## src/rtl/edge_pkg.sv

```systemverilog
// Shared types and constants for the edge detector bank.
// Optional feature macro: EDGE_COUNT_EN (per-channel saturating pulse counters).
package edge_pkg;

    typedef enum logic [1:0] {
        EDGE_OFF  = 2'b00,
        EDGE_RISE = 2'b01,
        EDGE_FALL = 2'b10,
        EDGE_BOTH = 2'b11
    } edge_mode_t;

    localparam logic [7:0] EDGE_CNT_MAX = 8'd255;

    // True when an accepted transition to new_level is one the mode asks to report.
    function automatic logic edge_match(input edge_mode_t mode, input logic new_level);
        logic hit;
        hit = 1'b0;
        case (mode)
            EDGE_RISE: hit = new_level;
            EDGE_FALL: hit = ~new_level;
            EDGE_BOTH: hit = 1'b1;
            default:   hit = 1'b0;
        endcase
        return hit;
    endfunction

endpackage

```

## src/rtl/edge_chan.sv

```systemverilog
// One conditioner channel: synchroniser, debounce filter, edge detect,
// one-cycle pulse and sticky event flag.
// Optional feature macro: EDGE_COUNT_EN adds cnt_o, a saturating pulse counter.
//
// Clear handshake: clr_i is a level sampled every clock; while it is high the
// sticky flag is cleared, except that a pulse arriving in the same cycle wins
// and leaves evt_o set. No acknowledge is returned; evt_o itself is the status.
module edge_chan
    import edge_pkg::*;
#(
    parameter int SYNC_STAGES  = 2,
    parameter int DEBOUNCE_CYC = 4
) (
    input  logic       clk,
    input  logic       rst,
    input  logic       sig_i,
    input  edge_mode_t mode_i,
    input  logic       clr_i,
    output logic       level_o,
    output logic       pulse_o,
    output logic       evt_o
`ifdef EDGE_COUNT_EN
    ,
    output logic [7:0] cnt_o
`endif
);

    localparam int CNT_W = $clog2(DEBOUNCE_CYC + 1);
    localparam logic [CNT_W-1:0] CNT_LAST = CNT_W'(DEBOUNCE_CYC - 1);

    logic [SYNC_STAGES-1:0] sync_q;
    logic [CNT_W-1:0]       cnt_q, cnt_d;
    logic                   level_q, level_d;
    logic                   pulse_q, pulse_d;
    logic                   evt_q, evt_d;
    logic                   s;
    logic                   accept;

    // Debounce counting, edge acceptance, pulse qualification and sticky flag next state.
    always_comb begin
        s       = sync_q[SYNC_STAGES-1];
        accept  = (s != level_q) && (cnt_q == CNT_LAST);
        cnt_d   = cnt_q;
        level_d = level_q;
        if (s == level_q) begin
            cnt_d = '0;
        end else if (accept) begin
            level_d = s;
            cnt_d   = '0;
        end else begin
            cnt_d = cnt_q + CNT_W'(1);
        end
        pulse_d = accept && edge_match(mode_i, s);
        if (pulse_d) begin
            evt_d = 1'b1;
        end else if (clr_i) begin
            evt_d = 1'b0;
        end else begin
            evt_d = evt_q;
        end
    end

    // State registers: synchroniser chain, debounced level, counter, pulse and flag.
    always_ff @(posedge clk) begin
        if (rst) begin
            sync_q  <= '0;
            cnt_q   <= '0;
            level_q <= 1'b0;
            pulse_q <= 1'b0;
            evt_q   <= 1'b0;
        end else begin
            sync_q[0] <= sig_i;
            for (int i = 1; i < SYNC_STAGES; i++) begin
                sync_q[i] <= sync_q[i-1];
            end
            cnt_q   <= cnt_d;
            level_q <= level_d;
            pulse_q <= pulse_d;
            evt_q   <= evt_d;
        end
    end

    assign level_o = level_q;
    assign pulse_o = pulse_q;
    assign evt_o   = evt_q;

`ifdef EDGE_COUNT_EN
    logic [7:0] ecnt_q;

    // Saturating pulse count; a clear in the same cycle as a pulse restarts at one.
    always_ff @(posedge clk) begin
        if (rst) begin
            ecnt_q <= 8'd0;
        end else if (clr_i) begin
            ecnt_q <= pulse_d ? 8'd1 : 8'd0;
        end else if (pulse_d && (ecnt_q != EDGE_CNT_MAX)) begin
            ecnt_q <= ecnt_q + 8'd1;
        end
    end

    assign cnt_o = ecnt_q;
`endif

endmodule

```

## src/rtl/edge_detector_bank.sv

```systemverilog
// Multi-channel input conditioner: N_CH independent edge_chan instances plus
// an OR of all sticky event flags.
// Optional feature macro: EDGE_COUNT_EN adds cnt_o (8 bits per channel).
module edge_detector_bank
    import edge_pkg::*;
#(
    parameter int N_CH         = 7,
    parameter int SYNC_STAGES  = 2,
    parameter int DEBOUNCE_CYC = 4
) (
    input  logic              clk,
    input  logic              rst,
    input  logic [N_CH-1:0]   sig_i,
    input  logic [2*N_CH-1:0] mode_i,
    input  logic [N_CH-1:0]   clr_i,
    output logic [N_CH-1:0]   level_o,
    output logic [N_CH-1:0]   pulse_o,
    output logic [N_CH-1:0]   evt_o,
    output logic              any_evt_o
`ifdef EDGE_COUNT_EN
    ,
    output logic [8*N_CH-1:0] cnt_o
`endif
);

    for (genvar gi = 0; gi < N_CH; gi++) begin : g_ch
        edge_chan #(
            .SYNC_STAGES (SYNC_STAGES),
            .DEBOUNCE_CYC(DEBOUNCE_CYC)
        ) u_chan (
            .clk    (clk),
            .rst    (rst),
            .sig_i  (sig_i[gi]),
            .mode_i (edge_mode_t'(mode_i[2*gi +: 2])),
            .clr_i  (clr_i[gi]),
            .level_o(level_o[gi]),
            .pulse_o(pulse_o[gi]),
            .evt_o  (evt_o[gi])
`ifdef EDGE_COUNT_EN
            ,
            .cnt_o  (cnt_o[8*gi +: 8])
`endif
        );
    end

    assign any_evt_o = |evt_o;

endmodule

```

## config.mk

```make
export PLATFORM = sky130hd
export DESIGN_NAME = edge_detector_bank
export DESIGN_NICKNAME = d
export VERILOG_FILES = /design/src/rtl/edge_pkg.sv /design/src/rtl/edge_chan.sv /design/src/rtl/edge_detector_bank.sv
export SDC_FILE = /design/constraint.sdc
export NUM_CORES = 1
export LEC_CHECK = 0
export ABC_AREA = 0
export ABC_CLOCK_PERIOD_IN_PS = 1700
export BUFFER_PORTS_ARGS = -buffer_cell sky130_fd_sc_hd__clkbuf_2
export CAP_MARGIN = 20
export CORE_MARGIN = 2
export CORE_UTILIZATION = 42
export DETAILED_ROUTE_END_ITERATION = 8
export PLACE_DENSITY_LB_ADDON = 0.05
export REMOVE_ABC_BUFFERS = 1
export SYNTH_ARGS = -nofsm -noshare
export SYNTH_HDL_FRONTEND = slang
export SYNTH_SLANG_ARGS = --single-unit
```

## constraint.sdc

```tcl
create_clock -name clk -period 1.7 [get_ports clk]
set_input_delay 0.34 -clock clk [delete_from_list [all_inputs] [get_ports clk]]
set_output_delay 0.34 -clock clk [all_outputs]
set_load 0.1 [all_outputs]
```

==> results of run 1 <==
cell families after synthesis:
group | Yosys count | share of synthesized area, %
compound gates | 14 | 3.85
xor+xnor | 7 | 2.70
fa+ha+maj | 14 | 7.71
buf+inv | 39 | 10.7
flops | 56 | 49.3
mux | 7 | 3.08
simple gates | 80 | 22.6
timing repair:
item	in CTS	in global routing
pin swaps	0	2
buffers inserted	0	0
resized for setup	1	1
endpoints found under the setup margin	1	1
layout by cell type (no fill, tap or decap):
cell       instances
a21o_1             7
a21oi_1            7
buf_12             1
buf_4              3
bufinv_16          1
clkbuf_1           1
clkbuf_2          50
clkbuf_8           5
clkinv_2           1
dfxtp_1           55
dfxtp_2            1
ha_1              14
inv_1             14
mux2i_1            7
nand2_1            1
nand2b_1           7
nand3b_1          14
nor2_1            14
nor2_2            21
nor2b_1           14
nor3_1             1
nor4_2             1
or3_4              7
xnor2_1            7
critical path, cell delays in order (launching register included):
cell and delay, ns:
dfxtp_2 0.35, nor4_2 0.31, nand2_1 0.14, buf_12 0.18
metrics by stage:
step / total power (W) / worst slack (ns) / TNS, ns
floorplan: 0.00141 / -0.425 / -0.425
global placement: 0.00147 / 0.328 / 0
detailed placement: 0.00147 / 0.306 / 0
CTS: 0.00231 / 0.0366 / 0
global route: 0.00237 / 0.000323 / 0
finish: 0.00227 / 0.0873 / 0
area by class of cell:
| cell class | instances | area share (%) |
|---|---|---|
| Clock inverter | 2 | 1.36 |
| Inverter | 14 | 2.04 |
| Timing Repair Buffer | 54 | 11.4 |
| Sequential cell | 56 | 43.5 |
| Clock buffer | 6 | 2.82 |
| Tap cell | 70 | 3.40 |
| Multi-Input combinational cell | 122 | 35.5 |
flip-flops by register name, indices dropped and copies added (netlist names):
name	flops
g_ch.u_chan.evt_o	7
g_ch.u_chan.cnt_q	21
g_ch.u_chan.pulse_o	7
g_ch.u_chan.sync_q	14
g_ch.u_chan.level_o	7
metal layers:
layer | track usage, % | vias to the layer above | part of all wire [%] | wire length (um)
li1 | - | 747 | - | -
met3 | 3.26 | 5 | 4.5 | 141
met1 | 13.0 | 615 | 47 | 1470
met5 | 0 | - | 0 | 0
met4 | 4.29 | 0 | 1.4 | 43
met2 | 19.0 | 26 | 47 | 1490
how the worst min path moves through the flow:
stage                                              from                                   to  slack, ns  cells past startpoint
CTS                                            sig_i[0]  g_ch[0].u_chan.sync_q[0]$_SDFF_PP0_       0.24                      2
floorplan            g_ch[0].u_chan.cnt_q[0]$_SDFF_PP0_   g_ch[0].u_chan.cnt_q[0]$_SDFF_PP0_       0.41                      1
detailed placement   g_ch[0].u_chan.cnt_q[0]$_SDFF_PP0_   g_ch[0].u_chan.cnt_q[0]$_SDFF_PP0_       0.42                      1
finish                                         sig_i[0]  g_ch[0].u_chan.sync_q[0]$_SDFF_PP0_       0.25                      2
global route                                   sig_i[5]  g_ch[5].u_chan.sync_q[0]$_SDFF_PP0_       0.24                      2
global placement    g_ch[1].u_chan.sync_q[0]$_SDFF_PP0_  g_ch[1].u_chan.sync_q[1]$_SDFF_PP0_       0.42                      1
power by group through the flow:
| stage | combinational (W) | sequential [W] | clock [W] |
|---|---|---|---|
| after floorplan | 0.0000430 | 0.00137 | 0 |
| after global placement | 0.0000983 | 0.00137 | 0 |
| after detailed placement | 0.0000988 | 0.00137 | 0 |
| after CTS | 0.0000991 | 0.00134 | 0.000866 |
| after global routing | 0.000109 | 0.00135 | 0.000919 |
| final | 0.0000968 | 0.00134 | 0.000827 |
==> flow_summary.json, run 1 <==
{
  "fillers": 499,
  "switching_share_pct": 19.5,
  "fin_crit_sh_pct": 94.9,
  "yosysSeqAreaShare_pct": 49.3,
  "gp_congestion": 0.740,
  "syn_inst": 217,
  "cts_tree": "done",
  "path_class": "reg -> out",
  "clockBufferDepth": 2,
  "cp-end-kind": "primary output",
  "yosysTopAreaCell": "dfxtp_1",
  "ys_seq_elements": 56,
  "htreeDepth": 2,
  "cts.clk_slew.worst_paths_ns": 0.09,
  "place_inst": 316,
  "port_buffers": 51,
  "r2r_end": "g_ch[5].u_chan.cnt_q[1]$_SDFF_PP0_",
  "placed_area_um2": 2460,
  "antenna_left": 0,
  "rows": 26,
  "multi_input_area_um2": 915,
  "yosysMostFrequentCell": "dfxtp_1",
  "initial_core_util_pct": 43.9,
  "path_max_fanout": 3,
  "finalNetCount": 297,
  "wirelength_mm": 3.14,
  "worst_slew_pin_slew_ns": 0.565,
  "p_clk_share_pct": 36.5,
  "drv_cap": 0,
  "yosys-top-cells-area": "dfxtp_1, ha_1, buf_4, nor2_2, nand3b_1",
  "p_leak_nw": 1.11,
  "setup_viol": 0,
  "fp.dieW_um": 77.6,
  "p_per_area_nw_per_um2": 879,
  "routedWlPerCell_um": 9.69,
  "worstSkewPairLatency_ns": 0.29,
  "p_switching_w": 0.000442,
  "fmax_ghz": 0.620,
  "p_int_w": 0.00182,
  "yosysUniqueCellTypes": 19,
  "rsz0062_at_grt": "false",
  "grt.overflow.total": 0,
  "r2r_cells": 4,
  "drc": 0,
  "grt_pass1_wl_mm": 5.35,
  "synth.top_cells.by_count": "dfxtp_1, buf_4, nor2_2",
  "hold_buffers": 0,
  "slew_violations": 0,
  "dpl.hpwl_mm": 2.40,
  "power_frac_comb_pct": 4.3,
  "synth_top_area_share_pct": 49.3,
  "startpoint": "g_ch[2].u_chan.evt_o$_SDFFE_PP0P_",
  "grt_max_degree": 30,
  "antenna_found_initial": 0,
  "synth_top_flop_cell": "dfxtp_1",
  "fin_crit_ns": 1.61,
  "fin_area_um2": 2580,
  "irDropWorstVdd_mv": 0.487,
  "cts_buffers": 5,
  "rr_startpoint": "g_ch[5].u_chan.cnt_q[0]$_SDFF_PP0_",
  "slew_headroom_pct": 62.3,
  "design.core.area_um2": 5170,
  "status": "finished, final reports clean",
  "holdWs_ns": 0.248,
  "syn2layout_area_growth_pct": 13.4,
  "diodes": 0,
  "clock_sinks": 56,
  "crit_end": "any_evt_o",
  "grt_use_total_pct": 11.1,
  "arrival_ns": 1.27,
  "first_iter_violations": 39,
  "ys_warn_count": 0,
  "avgSynthCellArea_um2": 10.5,
  "hold_path.class": "in -> reg",
  "start_kind": "flop",
  "die_y_um": 77.6,
  "async_flop_share_pct": 0,
  "pwr-share-seq_pct": 59.2,
  "syn_area_um2": 2270,
  "io_pins": 52,
  "fin_cells": 324,
  "dieArea_um2": 6010,
  "skew_ns": 0.00360,
  "hold_violations": 0,
  "final_util_pct": 49.8,
  "rrSetupSlack_ns": 0.40,
  "num_vias": 1393,
  "viasPerCell": 4.30,
  "clockRootBuffer": "clkbuf_8",
  "drtPass1Iterations": 4,
  "synth_edf_count": 0,
  "ff_latch_area_um2": 1120,
  "final_layout_size_suffix_gt1_share_pct": 35.8,
  "grt_pass1_vias": 1253,
  "cp.required_ns": 1.36
}
Note: power is estimated with default switching activity, not from simulation.
==> inputs of run 2 (changes only) <==
- SYNTH_HIERARCHICAL: unset -> 1
==> run 2 against run 1 <==
  * Fmax increased by 0.32%
  * Highest routed layer unchanged
  * Count of clock-buffer cells in the layout increased by 1
  * Setup slack improved by 0.0052 ns
  * Critical path depth unchanged
  * Combinational power about the same
  * Sequential power about the same
  * Cell count decreased by 0.62%
  * Critical path type unchanged
  * Clock skew increased by 0.0036 ns
  * Via count decreased by 1.0%
  * Routed wire length increased by 4.3%
  * Critical endpoint unchanged
==> flow_summary.json, run 2 <==
{
  "worstSkewPairLatency_ns": 0.29,
  "dieArea_um2": 5540,
  "clockBufferDepth": 2,
  "cts.clk_slew.worst_paths_ns": 0.09,
  "cts_buffers": 5,
  "reg_top3": "g_ch.u_chan/cnt_q x21, g_ch.u_chan/sync_q x14",
  "grt_use_total_pct": 13.3,
  "syn_area_um2": 2080,
  "antenna_left": 0,
  "clockRootBuffer": "clkbuf_8",
  "yosysTopAreaCell": "dfxtp_1",
  "irDropWorstVdd_mv": 0.569,
  "synth_top_area_share_pct": 53.8,
  "gp_congestion": 0.687,
  "initial_core_util_pct": 43.8,
  "path_max_fanout": 3,
  "mostFrequentLayoutCells": "dfxtp_1, clkbuf_2, nor2_2",
  "yosys-top-cells-area": "dfxtp_1, ha_1, nor2_2, nand3b_1, nor2b_1",
  "largest_register_ffs": 21,
  "worst_slack_ns": 0.0925,
  "status": "finished, final reports clean",
  "antenna_found_initial": 0,
  "htreeDepth": 2,
  "critPathMaxStageDelay_ns": 0.34,
  "clock_sinks": 56,
  "p_leak_nw": 1.12,
  "rows": 25,
  "worstPathCellList": "nor4_2 > nand2_1 > clkbuf_8",
  "synth.top_cells.by_count": "dfxtp_1, nor2_2",
  "power.total_w": 0.00218,
  "hold_violations": 0,
  "async_flop_share_pct": 0,
  "design.core.area_um2": 4750,
  "slew_violations": 0,
  "rsz0062_at_grt": "false",
  "slew_headroom_pct": 62.8,
  "cp.required_ns": 1.36,
  "cp-end-kind": "primary output",
  "post_cts_buffers": 0,
  "fp.dieW_um": 74.4,
  "die_y_um": 74.4,
  "wirelength_mm": 3.28,
  "syn2layout_area_growth_pct": 23.4,
  "hold_path.class": "in -> reg",
  "fin_crit_sh_pct": 94.6,
  "port_buffers": 51,
  "syn_inst": 192,
  "fmax_ghz": 0.622,
  "final_layout_size_suffix_gt1_share_pct": 36.1,
  "fin_cells": 322,
  "grt_pass1_vias": 1296,
  "drc": 0,
  "r2r_cells": 4,
  "finalNetCount": 299,
  "synth_edf_count": 0,
  "p_per_area_nw_per_um2": 849,
  "path_class": "reg -> out",
  "grt_pass1_wl_mm": 5.55,
  "first_iter_violations": 40,
  "diodes": 0,
  "yosysUniqueCellTypes": 16,
  "holdPathStages": 2,
  "drv_cap": 0,
  "ys_warn_count": 6,
  "viasPerCell": 4.28,
  "yosysSeqAreaShare_pct": 53.8,
  "dpl.hpwl_mm": 2.50,
  "routedWlPerCell_um": 10.2,
  "ys_seq_elements": 56,
  "regMostFlops": "g_ch.u_chan/cnt_q",
  "dp_slack_ns": 0.181,
  "final_common_cell": "dfxtp_1",
  "place_inst": 315,
  "avgSynthCellArea_um2": 10.8,
  "worst_slew_pin_slew_ns": 0.560,
  "setup_viol": 0,
  "cts_tree": "done",
  "grt_max_degree": 29,
  "cp_slowest_cell": "dfxtp_1",
  "start_kind": "flop",
  "fin_crit_ns": 1.61,
  "skew_ns": 0.00717,
  "grt.overflow.total": 0,
  "arrival_ns": 1.27,
  "holdWs_ns": 0.250,
  "synth_top_flop_cell": "dfxtp_1",
  "fillers": 470,
  "yosysMostFrequentCell": "dfxtp_1",
  "final_util_pct": 54.1,
  "num_vias": 1379,
  "io_pins": 52,
  "drtPass1Iterations": 3
}
-- run 2: changes by cell type in the layout (fill, tap and decap cells not counted), sizes merged --
cell | before | now
buf | 4 | 5
clkinv | 1 | 0
bufinv | 1 | 0
clkbuf | 56 | 58
-- run 2: final timing paths --
check                                     start                             endpoint  slack [ns]
max           g_ch[4].u_chan/evt_o$_SDFFE_PP0P_                            any_evt_o        0.09
max reg2reg  g_ch[0].u_chan/cnt_q[0]$_SDFF_PP0_   g_ch[0].u_chan/cnt_q[2]$_SDFF_PP0_        0.39
min reg2reg  g_ch[1].u_chan/cnt_q[0]$_SDFF_PP0_   g_ch[1].u_chan/cnt_q[0]$_SDFF_PP0_        0.43
min                                    sig_i[2]  g_ch[2].u_chan/sync_q[0]$_SDFF_PP0_        0.25
-- run 2: report_power, final --
group,switching [W],internal [W]
combinational,0.0000413,0.0000589
sequential,0.0000120,0.00133
clock,0.000376,0.000363
total,0.000429,0.00175
-- run 2: worst max-delay path: cells and delay by family, from the launching register on --
kind / cells / cell delay, ns
DFF: 1 / 0.34
buffers and inverters: 1 / 0.23
and+or+nand+nor: 2 / 0.41
-- run 2: final cells by class --
| class | count | area, um^2 | area share (%) |
|---|---|---|---|
| clock buffer | 7 | 96.3 | 3.75 |
| inverter | 14 | 52.6 | 2.04 |
| multi-input combinational | 122 | 915 | 35.6 |
| sequential | 56 | 1120 | 43.6 |
| tap | 67 | 83.8 | 3.26 |
| timing repair buffer | 56 | 302 | 11.7 |
-- run 2: timing repair --
action	CTS	global route
gates resized for setup	3	0
endpoints found under the setup margin	1	0
hold buffers	0	0
-- run 2: per-layer routing --
| layer | routed length (um) | global-route usage [%] | vias up |
|---|---|---|---|
| li1 | - | - | 749 |
| met4 | 27 | 5.95 | 0 |
| met2 | 1520 | 21.1 | 27 |
| met1 | 1570 | 16.9 | 601 |
| met5 | 0 | 0 | - |
| met3 | 157 | 3.52 | 2 |
-- run 2: kinds of logic (layout without fill, tap and decap cells) --
logic type	after synthesis	after routing	share of synthesized area, %
simple gates	80	80	24.7
fa+ha+maj	14	14	8.41
compound gates	14	14	4.21
xor+xnor	7	7	2.94
buf+inv	14	77	2.52
flops	56	56	53.8
mux	7	7	3.37
-- run 2: through the flow --
step                instance area, um^2  TNS, ns
floorplan                          2080   -0.425
global placement                   2460        0
detailed placement                 2460        0
CTS                                2570        0
global route                       2570        0
finish                             2570        0
